**src/rtl/mult_unit.sv**
```systemverilog
// Sequential 32x32 shift-add multiplier for MULT/MULTU with a start/busy/done handshake.
// Result is written to HI/LO in FIX. The ALU hazard logic stalls while busy is high.
//
// state  | meaning
// IDLE   | waiting for start; HI/LO/flags hold the last result
// CALC   | one multiplier bit per cycle, LSB first, for 32 cycles
// FIX    | apply the sign to the magnitude product, load HI/LO, pulse done
module mult_unit (
    input  logic        clk,
    input  logic        rst_n,
    input  logic        start,
    input  logic        is_signed,
    input  logic [31:0] data1,
    input  logic [31:0] data2,
    input  logic        cancel,
    output logic        busy,
    output logic        done,
    output logic [31:0] hi,
    output logic [31:0] lo,
    output logic        zero,
    output logic        neg
);

    localparam logic [1:0] S_IDLE = 2'd0;
    localparam logic [1:0] S_CALC = 2'd1;
    localparam logic [1:0] S_FIX  = 2'd2;

    logic [1:0]  r_state;
    logic [4:0]  r_cnt;
    logic [63:0] r_acc;
    logic [63:0] r_mcand;
    logic [31:0] r_mplier;
    logic        r_sign;
    logic        r_signed;
    logic        r_done;
    logic [31:0] r_hi;
    logic [31:0] r_lo;
    logic        r_zero;
    logic        r_neg;

    logic [31:0] w_mag1;
    logic [31:0] w_mag2;
    logic [63:0] w_acc_next;
    logic [63:0] w_product;

    // 0x80000000 negates to itself, which is the correct unsigned magnitude
    always_comb begin
        w_mag1     = (is_signed && data1[31]) ? (~data1 + 32'd1) : data1;
        w_mag2     = (is_signed && data2[31]) ? (~data2 + 32'd1) : data2;
        w_acc_next = r_mplier[0] ? (r_acc + r_mcand) : r_acc;
        w_product  = r_sign ? (~r_acc + 64'd1) : r_acc;
    end

    always_ff @(posedge clk or negedge rst_n) begin
        if (!rst_n) begin
            r_state  <= S_IDLE;
            r_cnt    <= 5'd0;
            r_acc    <= 64'd0;
            r_mcand  <= 64'd0;
            r_mplier <= 32'd0;
            r_sign   <= 1'b0;
            r_signed <= 1'b0;
            r_done   <= 1'b0;
            r_hi     <= 32'd0;
            r_lo     <= 32'd0;
            r_zero   <= 1'b1;
            r_neg    <= 1'b0;
        end else begin
            r_done <= 1'b0;
            case (r_state)
                S_IDLE: begin
                    if (start) begin
                        r_mcand  <= {32'd0, w_mag1};
                        r_mplier <= w_mag2;
                        r_sign   <= is_signed & (data1[31] ^ data2[31]);
                        r_signed <= is_signed;
                        r_acc    <= 64'd0;
                        r_cnt    <= 5'd0;
                        r_state  <= S_CALC;
                    end
                end
                S_CALC: begin
                    if (cancel) begin
                        r_state <= S_IDLE;
                    end else begin
                        r_acc    <= w_acc_next;
                        r_mcand  <= r_mcand << 1;
                        r_mplier <= r_mplier >> 1;
                        r_cnt    <= r_cnt + 5'd1;
                        if (r_cnt == 5'd31) begin
                            r_state <= S_FIX;
                        end
                    end
                end
                S_FIX: begin
                    r_state <= S_IDLE;
                    // a flush arriving in FIX still suppresses the result
                    if (!cancel) begin
                        r_hi   <= w_product[63:32];
                        r_lo   <= w_product[31:0];
                        r_zero <= (w_product == 64'd0);
                        r_neg  <= r_signed & w_product[63];
                        r_done <= 1'b1;
                    end
                end
                default: begin
                    r_state <= S_IDLE;
                end
            endcase
        end
    end

    assign busy = (r_state != S_IDLE);
    assign done = r_done;
    assign hi   = r_hi;
    assign lo   = r_lo;
    assign zero = r_zero;
    assign neg  = r_neg;

endmodule

```
**config.mk**
```make
export PLATFORM = sky130hd
export DESIGN_NAME = mult_unit
export DESIGN_NICKNAME = d
export VERILOG_FILES = /design/src/rtl/mult_unit.sv
export SDC_FILE = /design/constraint.sdc
export NUM_CORES = 1
export LEC_CHECK = 0
export ABC_AREA = 1
export CORE_ASPECT_RATIO = 0.5
export CORE_MARGIN = 10
export CORE_UTILIZATION = 34
export CTS_BUF_LIST = sky130_fd_sc_hd__clkbuf_2 sky130_fd_sc_hd__clkbuf_4 sky130_fd_sc_hd__clkbuf_8
export DETAILED_ROUTE_END_ITERATION = 16
export PLACE_DENSITY = 0.59
export SYNTH_ARGS = -nofsm -noshare
export SYNTH_HDL_FRONTEND = slang
export SYNTH_SLANG_ARGS = --single-unit
```
**constraint.sdc**
```tcl
create_clock -name clk -period 6.32 [get_ports clk]
set_input_delay 0.632 -clock clk [delete_from_list [all_inputs] [get_ports clk]]
set_output_delay 0.632 -clock clk [all_outputs]
set_load 0.02 [all_outputs]
```
### Yosys cells after proc, flatten, opt, wreduce, memory -nomap -nowiden

Cells that the tools add are included.

| cells by class | value |
|---|---|
| magnitude comparators | 0 |
| equality and inequality tests | 7 |
| reduce and logical (&&, ||, !) cells | 11 |
| shifts and indexed selects | 0 |
| bitwise logic cells | 7 |
| multiplexer cells | 22 |
| multipliers | 0 |
| div/mod/pow operators | 0 |
| add/subtract/negate cells | 5 |

Operators by type and width:

| kind | number |
|---|---|
| $mux 64 | 6 |
| $pmux 64 s2 | 2 |
| $mux 32 | 4 |
| $add 32x1->32 const B | 2 |
| $add 64x1->64 const B | 1 |
| $add 64x64->64 | 1 |
| $logic_not 64->1 | 1 |
| $not 32->32 | 2 |
| $not 64->64 | 1 |
| $pmux 32 s2 | 1 |
| $mux 5 | 2 |
| $pmux 5 s2 | 1 |
| $mux 2 | 3 |
| $ne 2x2->1 const B | 3 |
| $reduce_and 2->1 | 3 |
| $add 5x1->5 const B | 1 |
| $eq 5x5->1 const B | 1 |
| $pmux 2 s2 | 1 |
| $reduce_and 4->1 | 1 |
| $reduce_bool 2->1 | 2 |
| $ne 3x3->1 const B | 1 |
| $reduce_and 3->1 | 1 |
| $and 1x1->1 | 2 |
| $eq 2x1->1 const B | 1 |
| 6 further kinds | 8 |

| word-level totals | value |
|---|---|
| bits of input ports | 69 |
| bits in latches | 0 |
| register bits after elaboration | 236 |
| logic and storage cells | 64 |
| memories kept | 0 |
| ROM bits | 0 |
| output and inout port bits | 68 |
| memory bits (writable) | 0 |

### Logic depth before layout (Yosys ltp)

Gate-level depths: netlist of the first run.

| logic depth | value |
|---|---|
| depth after elaboration | 5 |
| gate-level depth with buffers | 18 |
| depth with buffers taken out | 18 |

### Worst setup path before layout of the first run

Ideal clock, no wire load.

| timing | value |
|---|---|
| kind | reg-to-reg |
| from | register r_mcand[0] |
| to | register r_acc[44] |
| buffers on the path | 0 |
| required time | 6.187 ns |
| period minus slack after synthesis | 2.207 ns |
| setup slack | 4.113 ns |
| stages on the path, launching flop included | 16 |
| arrival | 2.074 ns |
| library setup time | 0.133 ns |
| cell sequence | dfrtp_1 ha_1 inv_1 fa_1 inv_1 nand2_1 o21ai_2 a21oi_1 o21ai_0 nand2_1 nand2_1 nand2_1 nand2_1 a21oi_1 o21ai_0 o21ai_0 |

| on the way | value |
|---|---|
| cells in the longest elaborated chain, start to end | 4 |

RTL lines:

| element | line | source |
|---|---|---|
| start: declaration | 31 | `logic [63:0] r_mcand;` |
| start signal: assignment | 73 | `r_mcand <= {32'd0, w_mag1};` |
| start signal: assignment | 87 | `r_mcand <= r_mcand << 1;` |
| $add 64x64->64 | 50 | `w_acc_next = r_mplier[0] ? (r_acc + r_mcand) : r_acc;` |
| $mux 64 | 50 |  |
| $mux 64 | 83 | `if (cancel) begin` |
| $pmux 64 s2 | 70 | `case (r_state)` |
| end signal: assignment | 86 | `r_acc <= w_acc_next;` |
| end: declaration | 30 | `logic [63:0] r_acc;` |

No other way between the ends. The select of a mux whose other input is x is not followed.
A chain may end at the register's enable or synchronous reset.

### Worst setup path in the final report of the first run

| timing | value |
|---|---|
| from | register r_state[1] |
| to | register r_acc[14] |

| on the way | value |
|---|---|
| cells in the longest elaborated chain, start to end | 3 |
| elaborated cells between the ends (all ways) | 8 |
| classes of those cells | eq/ne (4); mux (1); reduce/logical (3) |

RTL lines:

| element | line | source |
|---|---|---|
| start: declaration | 28 | `logic [1:0] r_state;` |
| start signal: assignment | 56 | `r_state <= S_IDLE;` |
| start signal: assignment | 79 | `r_state <= S_CALC;` |
| start signal: assignment | 84 | `r_state <= S_IDLE;` |
| $eq 2x1->1 / $logic_not 2->1 (equally long branches) | 70 |  |
| $ne 2x2->1 (no line) / $reduce_bool 2->1 (equally long branches) | n/a |  |
| $reduce_and 4->1 (no line) | n/a |  |

Parallel ways exist; a longest one is shown, timed or not.

==> flow_summary_export.csv, run 1 <==
group,metric,value,unit
critical_path,timing.critical_path.to_type,"flip-flop",
sta,relSlewSlack,0.278,
final_layout,nNetsFinal,3070,
clock_tree,tritoncts.num_buffers,40,
sta,timing.final.hold_violations,0,
clock_tree,cts.path.max_buffers,3,
detailed_routing,vias_per_cell,5.18,
global_routing,grt_antenna_before_repair,2,
logic_synthesis,postSynth.topFlopCell,"dfrtp_1",
final_layout,final_core_utilization,0.400,
critical_path,crit_path_cell_trace,"inv_1 > nand2_2 > buf_4 > nor2_1 > nand2_1 > buf_4 > inv_2 > o21ai_0 > o22ai_1",
floorplan,io-pin-count,137,
logic_synthesis,yosysWarningCount,0,
global_routing,via_count_of_the_first_global_routing_pass,17800,
detailed_routing,via_count,19000,
detailed_routing,dr.first_iter.drc_count,1881,
status,run_status,"complete, no violations",
floorplan,fp.dieW,345,um
final_layout,drive_gt1_frac,0.0466,
placement,hpwlAfterDp,56.3,mm
final_layout,area_growth_syn_to_layout,16.1,%
logic_synthesis,synth_seq_cells,236,
critical_path,critPathArrivalTime,3.70,ns
logic_synthesis,avgSynthCellArea,6.37,sq um
clock_tree,tritoncts,"built",
detailed_routing,drt_pre_antenna_iters,5,
clock_tree,clkSlewWorstSetupHoldPaths,0.07,ns
critical_path,timing.critical_path.from_type,"flip-flop",
sta,period_minus_slack,3.19,ns
logic_synthesis,synth.largest_area_cell,"dfrtp_1",
critical_path,worst_path_most_repeated_cell,"buf_4",
floorplan,rows,59,
critical_path,timing_worst_setup_path_type,"flip-flop to flip-flop",
critical_path,crit_buf_inv,4,
global_routing,grt_pass1_wl,107,mm
clock_tree,clock_insertion_delay_worst_skew,0.61,ns
power_and_ir_drop,leakage_power,9.84,nW
worst_hold_path,worstHoldPathType,"input port to asynchronous set/reset pin",
power_and_ir_drop,cellPowerDensity,360,mW/mm^2
detailed_routing,drtAntennaViolNets,0,
sta,fin_worst_skew,0.0326,ns
flow_run,maxCapViolations,0,
critical_path,cpPeakStageDelay,0.73,ns
clock_tree,cts_num_sinks,236,
clock_tree,postCtsSetupBuffers,0,
placement,routabilityCongestion,0.992,
logic_synthesis,synth.area.top_cells,"dfrtp_1 33%, nand2_1 16%, nor2_1 8.9%",
floorplan,initial_utilization,0.344,
sta,fin_hold_ws,0.0207,ns
floorplan,chipHeight,182,um
sta,fin_setup_tns,0,ns
power_and_ir_drop,irDropWorstVdd,0.000144,V
critical_path,path_delay_family,"buffers and inverters",
critical_path,critical_path.slowest_cell,"inv_2",
clock_tree,post_cts_hold_buffer_count,0,
logic_synthesis,most_common_cell_in_the_netlist,"nand2_1",
sta,slew_viol_final,0,
logic_synthesis,mappedNetlistNets,2957,
logic_synthesis,asyncSetResetFlopFracSynth,1.00,
logic_synthesis,synth-edff-count,0,
sta,rsz_0062_raised_after_global_routing,"false",
floorplan,design.die.area,0.0629,sq mm
global_routing,pin_count_of_the_biggest_net_entering_global_routing,149,
clock_tree,h-tree-depth,2,
critical_path,cp.required,6.83,ns
logic_synthesis,yosys-top-cells-count,"750 x nand2_1, 424 x nor2_1, 362 x inv_1",
logic_synthesis,part_of_the_yosys_area_used_for_sequential_elements,0.329,
placement,port-buffer-count,136,
logic_synthesis,number_of_unique_standard_cell_types_used_by_synthesis,50,
floorplan,design.core.area,0.0521,sq mm
detailed_routing,post-route-drc-count,0,
global_routing,globalRouteOverflowTotal,0,
sta,layout_worst_path_cycle_share,0.505,
clock_tree,root_buffer,"clkbuf_8",
critical_path,worst-path-max-fanout,46,
logic_synthesis,synth_top_area_share,0.328,
detailed_routing,drt_wl_total,70.3,mm
detailed_routing,wire_per_inst,19.2,um
sta,worst_pin_slew,1.08,ns
sta,setup_failing_eps_final,0,
final_layout,nFillCells,5690,
logic_synthesis,syn_inst,2818,
logic_synthesis,post_synth_instance_area,0.0179,sq mm
clock_tree,cts.repair.resized,0,
sta,max_freq,0.313,GHz
global_routing,groute.usage.overall,0.219,
-- power by group --
group | switching [mW] | leakage (nW) | internal, mW
Combinational | 2.65 | 6.40 | 1.14
Sequential | 0.407 | 3.00 | 1.78
Clock | 0.704 | 0.442 | 0.821
Total | 3.76 | 9.84 | 3.74
-- worst paths after layout --
check / endpoint / depth (start not counted) / slack [ns] / startpoint
hold / removal: r_mplier[21] / 1 / 0.02 / rst_n
setup reg to reg: r_acc[14] / 9 / 3.13 / r_state[1]
min in group clk: r_mplier[11] / 2 / 0.47 / r_mplier[11]
setup / recovery: r_acc[14] / 9 / 3.13 / r_state[1]
hold reg to reg: r_mplier[11] / 2 / 0.47 / r_mplier[11]
max in group asynchronous: hi[19] / 2 / 4.89 / rst_n
-- worst register-to-register path: cells and delay by family (launching register included) --
kind	cells	cell delay, ns
compound gates	2	0.40
buf+inv	4	1.54
flops	1	0.39
simple gates	3	0.79
-- kinds of logic (layout without fill, tap and decap cells) --
family | count (synthesis) | count (layout) | share of synthesized area
DFF | 236 | 236 | 0.329
buffers and inverters | 441 | 583 | 0.0938
adders and majority gates | 70 | 70 | 0.0492
AOI/OAI and AO/OA | 634 | 634 | 0.194
other | 0 | 1 | 0
xor gates and xnor gates | 30 | 30 | 0.0146
and+or+nand+nor | 1407 | 1407 | 0.319
-- final cells by class --
cell class | instances | area, sq um | share of cell area
multi-input cells | 2141 | 10400 | 0.498
inverters | 366 | 1370 | 0.0659
clock inverters | 13 | 125 | 0.00600
well taps | 701 | 877 | 0.0421
diodes | 1 | 2.50 | 0.000120
clock buffers | 58 | 723 | 0.0347
repair buffers | 146 | 1450 | 0.0698
flip-flops and latches | 236 | 5910 | 0.284
-- through the flow --
| stage | cells | worst slack [ns] | power, mW | instance area, sq um |
|---|---|---|---|---|
| after floorplan | 2818 | 4.11 | 4.59 | 17900 |
| after global placement | 3590 | 3.09 | 5.90 | 20000 |
| after detailed placement | 3590 | 3.03 | 5.91 | 20000 |
| after CTS | 3661 | 3.10 | 7.46 | 20800 |
| after global routing | 3661 | 2.78 | 8.10 | 20800 |
| final | 3662 | 3.13 | 7.50 | 20800 |
-- per-layer routing --
metal / GRT usage / vias up / part of all wire
met5: 0 / - / 0.00018
met2: 0.305 / 660 / 0.39
met3: 0.0528 / 83 / 0.094
met4: 0.0446 / 2 / 0.018
li1: - / 9427 / -
met1: 0.333 / 8814 / 0.50
-- placed cells by master (no fill, tap or decap), drive strengths merged, types with 4 or more instances in the layout --
cell type | netlist | routed
a21oi | 167 | 167
buf | 26 | 11
nor2 | 442 | 442
o21a | 5 | 5
clkinvlp | 0 | 4
a21boi | 6 | 6
a21o | 9 | 9
dfrtp | 235 | 235
nand3b | 7 | 7
o22ai | 55 | 55
ha | 69 | 69
nor3 | 33 | 33
o211ai | 15 | 15
clkdlybuf4s50 | 0 | 135
xor2 | 19 | 19
inv | 364 | 365
o31ai | 6 | 6
xnor2 | 11 | 11
o21bai | 10 | 10
nand4 | 12 | 12
nand3 | 136 | 136
o21ai | 316 | 316
clkinv | 2 | 8
nand2 | 764 | 764
or2 | 6 | 6
a31oi | 36 | 36
clkbuf | 49 | 58
-- registers in the layout (all words and copies together) (netlist names) --
name,cells
r_acc,64
r_mcand,64
r_mplier,32
hi,32
zero,1
neg,1
r_signed,1
r_cnt,5
r_sign,1
done,1
r_state,2
lo,32
Power figures use the tool's default switching activity.
==> run 2: changes to the inputs <==
--- a/config.mk
+++ b/config.mk
@@ -11,7 +11,7 @@
 export CORE_UTILIZATION = 34
 export CTS_BUF_LIST = sky130_fd_sc_hd__clkbuf_2 sky130_fd_sc_hd__clkbuf_4 sky130_fd_sc_hd__clkbuf_8
 export DETAILED_ROUTE_END_ITERATION = 16
-export PLACE_DENSITY = 0.59
+export PLACE_DENSITY = 0.61
 export SYNTH_ARGS = -nofsm -noshare
 export SYNTH_HDL_FRONTEND = slang
 export SYNTH_SLANG_ARGS = --single-unit
==> constraint.sdc (replaced) <==
create_clock -name clk -period 2.9 [get_ports clk]
set_input_delay 0.29 -clock clk [delete_from_list [all_inputs] [get_ports clk]]
set_output_delay 0.29 -clock clk [all_outputs]
set_load 0.02 [all_outputs]
==> run 2 against run 1 <==
Against the previous run: via count is 1.8% higher; clock power grew 130%; largest power group unchanged; die area unchanged; sequential cell count unchanged; sequential share of layout area down 0.73 points; register-to-register slack got worse by 2.9 ns; worst setup slack got worse by 2.9 ns; utilization rose by 1.1 points; critical endpoint is now r_acc[52]; cell count is 1.3% higher; largest cell class unchanged; first-iteration DRC count grew 2.8%; highest routed layer is now met4.
==> flow_summary_export.csv, run 2 (synthesis gave the netlist of run 1 again) <==
group,metric,value,unit
status,run_status,"complete, no violations",
critical_path,timing.critical_path.from_type,"flip-flop",
final_layout,final_common_cell,"nand2_1",
global_routing,globalRouteOverflowTotal,0,
detailed_routing,post-route-drc-count,0,
sta,setup_failing_eps_final,0,
final_layout,leading_cell_types_in_the_layout_fill_and_taps_excluded,"748 x nand2_1, 423 x nor2_1, 361 x inv_1",
final_layout,register_area,0.00591,sq mm
floorplan,io-pin-count,137,
critical_path,crit_path_cell_trace,"inv_1 > fa_1 > inv_1 > nand2_1 > o21ai_4 > a21oi_1 > o21ai_0 > buf_4 > nand2_1 > nand2_1 > nand4_1 > nand2_1 > nand2_1 > nand3_1 > nand2_1",
sta,layout_worst_path_cycle_share,0.939,
critical_path,cpPeakStageDelay,0.43,ns
global_routing,grt_pass1_wl,112,mm
sta,worst_pin_slew,0.670,ns
clock_tree,cts_num_sinks,236,
global_routing,global_route.usage.met2,0.318,
power_and_ir_drop,irDropWorstVdd,0.000349,V
clock_tree,root_buffer,"clkbuf_8",
power_and_ir_drop,total_power,17.0,mW
detailed_routing,drtAntennaViolNets,0,
power_and_ir_drop,leakage_power,10.2,nW
sta,slew_viol_final,0,
detailed_routing,via_count,19300,
global_routing,globalRouteMet1Util,0.350,
final_layout,nNetsFinal,3119,
power_and_ir_drop,sw_frac_of_total,0.497,
floorplan,fp.dieW,345,um
global_routing,gr-usage-met3,0.0569,
floorplan,initial_utilization,0.344,
global_routing,via_count_of_the_first_global_routing_pass,18200,
clock_tree,tritoncts.num_buffers,40,
detailed_routing,vias_per_cell,5.21,
placement,placed_cells_incl_taps,3638,
floorplan,design.core.area,0.0521,sq mm
clock_tree,postCtsSetupBuffers,0,
sta,fin_worst_skew,0.0454,ns
final_layout,drive_gt1_frac,0.0625,
critical_path,timing_worst_setup_path_type,"flip-flop to flip-flop",
detailed_routing,wire_per_inst,19.8,um
final_layout,layout.cells.non_filler,3711,
clock_tree,h-tree-depth,2,
final_layout,area_growth_syn_to_layout,19.2,%
flow_run,maxCapViolations,0,
final_layout,multi_input_comb_area,0.0104,sq mm
placement,port-buffer-count,136,
power_and_ir_drop,clk_network_pwr_share,0.208,
worst_hold_path,worstHoldPathType,"input port to asynchronous set/reset pin",
sta,final_critical_path_setup_slack,0.177,ns
placement,place_worst_setup_slack,0.0583,ns
global_routing,grt_antenna_before_repair,0,
floorplan,rows,59,
final_layout,antenna-diode-count,0,
clock_tree,clkSlewWorstSetupHoldPaths,0.07,ns
critical_path,timing.critical_path.to_type,"flip-flop",
critical_path,worst_path_most_repeated_cell,"nand2_1",
critical_path,critical_path.slowest_cell,"dfrtp_1",
power_and_ir_drop,cell_internal_pwr,8.55,mW
sta,relSlewSlack,0.553,
global_routing,groute.usage.overall,0.229,
floorplan,design.die.area,0.0629,sq mm
global_routing,grt.busiest_layer,"met1",
floorplan,chipHeight,182,um
detailed_routing,drt_pre_antenna_iters,8,
sta,timing.final.hold_violations,0,
power_and_ir_drop,sequential_share_of_power,0.273,
clock_tree,clock_insertion_delay_worst_skew,0.62,ns
critical_path,critPathArrivalTime,3.20,ns
detailed_routing,dr.first_iter.drc_count,1933,
sta,fin_hold_ws,0.273,ns
critical_path,cp.required,3.38,ns
placement,hpwlAfterDp,59.2,mm
final_layout,biggestRegsByFlops,"r_acc x64, r_mcand x64",
power_and_ir_drop,comb_power_share,0.519,
sta,max_freq,0.367,GHz
detailed_routing,drt_wl_total,73.6,mm
clock_tree,cts.path.max_buffers,3,
power_and_ir_drop,cellPowerDensity,795,mW/mm^2
clock_tree,tritoncts,"built",
global_routing,pin_count_of_the_biggest_net_entering_global_routing,102,
critical_path,worst-path-max-fanout,5,
sta,period_minus_slack,2.72,ns
power_and_ir_drop,switchingPower,8.44,mW
final_layout,nFillCells,5653,
placement,routabilityCongestion,1.01,
-- run 2: cell types whose count changed in the layout (fill, tap and decap cells not counted), sizes merged --
cell,previous run,this run
dlygate4sd3,0,1
buf,11,59
inv,365,366
diode,1,0
bufinv,2,4
clkinvlp,4,2
-- run 2: worst max-delay path, delay by kind of cell (launching register included) --
family,cells,cell delay (ns)
AOI/OAI and AO/OA,3,0.51
adders and majority gates,1,0.42
buffers and inverters,3,0.38
DFF,1,0.43
and+or+nand+nor,8,0.84
-- run 2: final timing paths --
kind / endpoint / cells past startpoint / slack (ns) / from
worst max register to register: r_acc[52] / 15 / 0.18 / r_acc[1]
worst min register to register: r_mplier[11] / 2 / 0.48 / r_mplier[11]
max in group asynchronous: r_mplier[2] / 3 / 1.78 / rst_n
min in group clk: r_mcand[0] / 3 / 0.36 / data1[0]
worst max-delay path: r_acc[52] / 15 / 0.18 / r_acc[1]
worst min-delay path: r_mplier[22] / 2 / 0.27 / rst_n
-- run 2: routing by layer --
| layer | part of all wire | vias to the layer above |
|---|---|---|
| met1 | 0.49 | 9040 |
| li1 | - | 9500 |
| met4 | 0.013 | 0 |
| met5 | 0 | - |
| met3 | 0.10 | 67 |
| met2 | 0.39 | 713 |
-- run 2: cell type report --
cell class / count / area share
multi-input combinational: 2141 / 0.486
sequential: 236 / 0.276
timing repair buffer: 195 / 0.0906
inverter: 366 / 0.0642
tap: 701 / 0.0410
clock buffer: 58 / 0.0338
clock inverter: 14 / 0.00837
-- run 2: power by group through the flow --
stage / combinational [mW] / sequential, mW / clock, mW
2_1_floorplan: 5.59 / 4.41 / 0
3_3_place_gp: 8.63 / 4.61 / 0
3_5_place_dp: 8.59 / 4.64 / 0
4_1_cts: 8.63 / 4.59 / 3.62
5_1_grt: 9.81 / 4.69 / 3.75
6_report: 8.82 / 4.64 / 3.53
-- run 2: repair_timing --
item	4_1_cts	5_1_grt
hold endpoints to repair	58	0
resized for setup	0	5
hold buffers	1	0
setup endpoints to repair	0	10
-- run 2: metrics by stage --
| step | util | setup TNS [ns] | instance area (sq um) |
|---|---|---|---|
| after floorplan | - | 0 | 17900 |
| after CTS | 0.410 | 0 | 21400 |
| after detailed placement | 0.393 | 0 | 20500 |
| after global placement | 0.393 | 0 | 20500 |
| after global routing | 0.410 | -0.00368 | 21400 |
| final | 0.410 | 0 | 21400 |
==> run 3: changes to the inputs <==
==> constraint.sdc (replaced) <==
create_clock -name clk -period 2.9 [get_ports clk]
set_input_delay 0.435 -clock clk [delete_from_list [all_inputs] [get_ports clk]]
set_output_delay 0.435 -clock clk [all_outputs]
set_load 0.02 [all_outputs]
==> run 3 against run 2 <==
Against the previous run: sequential cell count unchanged; register-to-register slack got worse by 0.14 ns; worst setup slack worse by 0.14 ns; critical path depth is 4 lower; hold slack gained 0.099 ns; largest cell class unchanged; die area is the same; clock power decreased by 3%; largest power group unchanged; global-route usage shrank 0.56 points; sequential power about the same; clock skew down 0.0019 ns.
==> flow_summary_export.csv, run 3 (synthesis gave the netlist of run 1 again) <==
group,metric,value,unit
status,run_status,"complete, no violations",
power_and_ir_drop,clk_network_pwr_share,0.205,
global_routing,gr-usage-met3,0.0680,
final_layout,nNetsFinal,3112,
floorplan,io-pin-count,137,
global_routing,global_route.usage.met2,0.313,
global_routing,groute.usage.overall,0.223,
placement,port-buffer-count,136,
clock_tree,root_buffer,"clkbuf_8",
final_layout,area_growth_syn_to_layout,18.5,%
sta,slew_viol_final,0,
power_and_ir_drop,irDropWorstVdd,0.000324,V
power_and_ir_drop,sw_frac_of_total,0.494,
sta,max_freq,0.349,GHz
critical_path,timing.critical_path.from_type,"flip-flop",
final_layout,layout.cells.non_filler,3701,
floorplan,design.die.area,0.0629,sq mm
clock_tree,tritoncts.num_buffers,39,
power_and_ir_drop,cellPowerDensity,786,mW/mm^2
final_layout,drive_gt1_frac,0.0600,
sta,fin_worst_skew,0.0435,ns
final_layout,biggestRegsByFlops,"r_acc x64, r_mcand x64",
placement,place_worst_setup_slack,0.163,ns
clock_tree,postCtsSetupBuffers,0,
final_layout,post-route-cell-area,0.0213,sq mm
detailed_routing,vias_per_cell,5.18,
critical_path,timing_worst_setup_path_type,"flip-flop to flip-flop",
final_layout,leading_cell_types_in_the_layout_fill_and_taps_excluded,"747 x nand2_1, 423 x nor2_1, 361 x inv_1",
sta,layout_worst_path_cycle_share,0.987,
flow_run,maxCapViolations,0,
detailed_routing,dr.first_iter.drc_count,1953,
global_routing,via_count_of_the_first_global_routing_pass,18300,
sta,fin_setup_tns,0,ns
detailed_routing,post-route-drc-count,0,
placement,routabilityCongestion,1.02,
clock_tree,clkSlewWorstSetupHoldPaths,0.07,ns
detailed_routing,drtAntennaViolNets,0,
floorplan,rows,59,
sta,timing.final.hold_violations,0,
sta,rsz_0062_raised_after_global_routing,"false",
critical_path,cpPeakStageDelay,0.51,ns
global_routing,pin_count_of_the_biggest_net_entering_global_routing,77,
global_routing,globalRouteOverflowTotal,0,
global_routing,grt.busiest_layer,"met1",
placement,placed_area,0.0204,sq mm
floorplan,design.core.area,0.0521,sq mm
clock_tree,cts.path.max_buffers,3,
power_and_ir_drop,comb_power_share,0.516,
sta,final_critical_path_setup_slack,0.0363,ns
critical_path,critPathArrivalTime,3.34,ns
placement,placed_cells_incl_taps,3632,
critical_path,timing.critical_path.to_type,"flip-flop",
global_routing,grt_antenna_before_repair,1,
detailed_routing,wire_per_inst,19.3,um
sta,period_minus_slack,2.86,ns
placement,hpwlAfterDp,57.4,mm
power_and_ir_drop,total_power,16.7,mW
power_and_ir_drop,cell_internal_pwr,8.46,mW
floorplan,chipHeight,182,um
floorplan,fp.dieW,345,um
clock_tree,h-tree-depth,2,
critical_path,path_delay_family,"compound AO/OA/AOI/OAI gates",
sta,relSlewSlack,0.586,
critical_path,crit_path_cell_trace,"ha_1 > nand2_1 > nand2_1 > a31oi_1 > o21ai_0 > a21oi_1 > nor2_1 > nor3_1 > nand3b_1 > nand3_1 > nand2_1",
critical_path,critical_path.slowest_cell,"dfrtp_1",
sta,setup_failing_eps_final,0,
critical_path,worst-path-max-fanout,7,
clock_tree,cts_num_sinks,236,
global_routing,globalRouteMet1Util,0.328,
power_and_ir_drop,sequential_share_of_power,0.279,
final_layout,final_common_cell,"nand2_1",
detailed_routing,drt_wl_total,71.3,mm
worst_hold_path,worstHoldPathType,"input port to asynchronous set/reset pin",
power_and_ir_drop,switchingPower,8.25,mW
critical_path,crit_buf_inv,0,
detailed_routing,via_count,19200,
clock_tree,tritoncts,"built",
global_routing,grt_pass1_wl,109,mm
clock_tree,clock_insertion_delay_worst_skew,0.62,ns
power_and_ir_drop,leakage_power,10.1,nW
critical_path,worst_path_most_repeated_cell,"nand2_1",
sta,worst_pin_slew,0.620,ns
critical_path,cp.required,3.38,ns
floorplan,initial_utilization,0.344,
detailed_routing,drt_pre_antenna_iters,6,
run 3: cell types whose count changed in the layout (fill, tap and decap cells not counted), sizes merged:
cell | previous run | this run
buf | 59 | 53
clkinv | 8 | 6
clkinvlp | 2 | 0
bufinv | 4 | 3
clkbuf | 58 | 59
diode | 0 | 1
inv | 366 | 365
run 3: power by group through the flow:
| stage | logic, mW | registers [mW] | clock network (mW) |
|---|---|---|---|
| final | 8.62 | 4.66 | 3.43 |
| after global routing | 9.70 | 4.72 | 3.64 |
| after CTS | 8.47 | 4.62 | 3.50 |
| after detailed placement | 8.44 | 4.67 | 0 |
| after global placement | 8.42 | 4.65 | 0 |
| after floorplan | 5.59 | 4.41 | 0 |
run 3: repair_timing:
action                                 4_1_cts  5_1_grt
gates resized for setup                      0        8
endpoints found under the hold margin       47        0
setup endpoints to repair                    0        8
hold buffers                                 1        0
run 3: path summary, 6_finish.rpt:
check	cells after the start	start	slack [ns]	end
max	11	r_acc[42]	0.04	r_acc[59]
min	2	rst_n	0.37	r_mplier[1]
max reg2reg	11	r_acc[42]	0.04	r_acc[59]
min reg2reg	2	r_mplier[11]	0.47	r_mplier[11]
max in group asynchronous	3	rst_n	1.77	r_acc[24]
min in group clk	2	r_mplier[11]	0.47	r_mplier[11]
run 3: layout make-up:
type | instances | area (sq um)
fillers | 5706 | 30900
multi-input cells | 2141 | 10400
flip-flops and latches | 236 | 5910
repair buffers | 189 | 1840
inverters | 366 | 1370
well taps | 701 | 877
clock buffers | 59 | 749
clock inverters | 8 | 115
diodes | 1 | 2.50
run 3: through the flow:
| stage | utilization | hold slack, ns |
|---|---|---|
| finish | 0.408 | 0.371 |
| CTS | 0.408 | 0.343 |
| global route | 0.408 | 0.395 |
| floorplan | - | 0.139 |
| detailed placement | 0.391 | 0.392 |
| global placement | 0.391 | 0.394 |
run 3: routing by layer:
metal	wire, um	share of wire
met2	28000	0.39
met5	0	0
met1	33900	0.48
met4	1370	0.019
met3	8000	0.11
run 3: worst register-to-register path: cells and delay by family (launching register included):
family,cells,cell delay (ns)
AOI/OAI and AO/OA,3,0.90
and+or+nand+nor,7,0.87
DFF,1,0.51
adders and majority gates,1,0.49
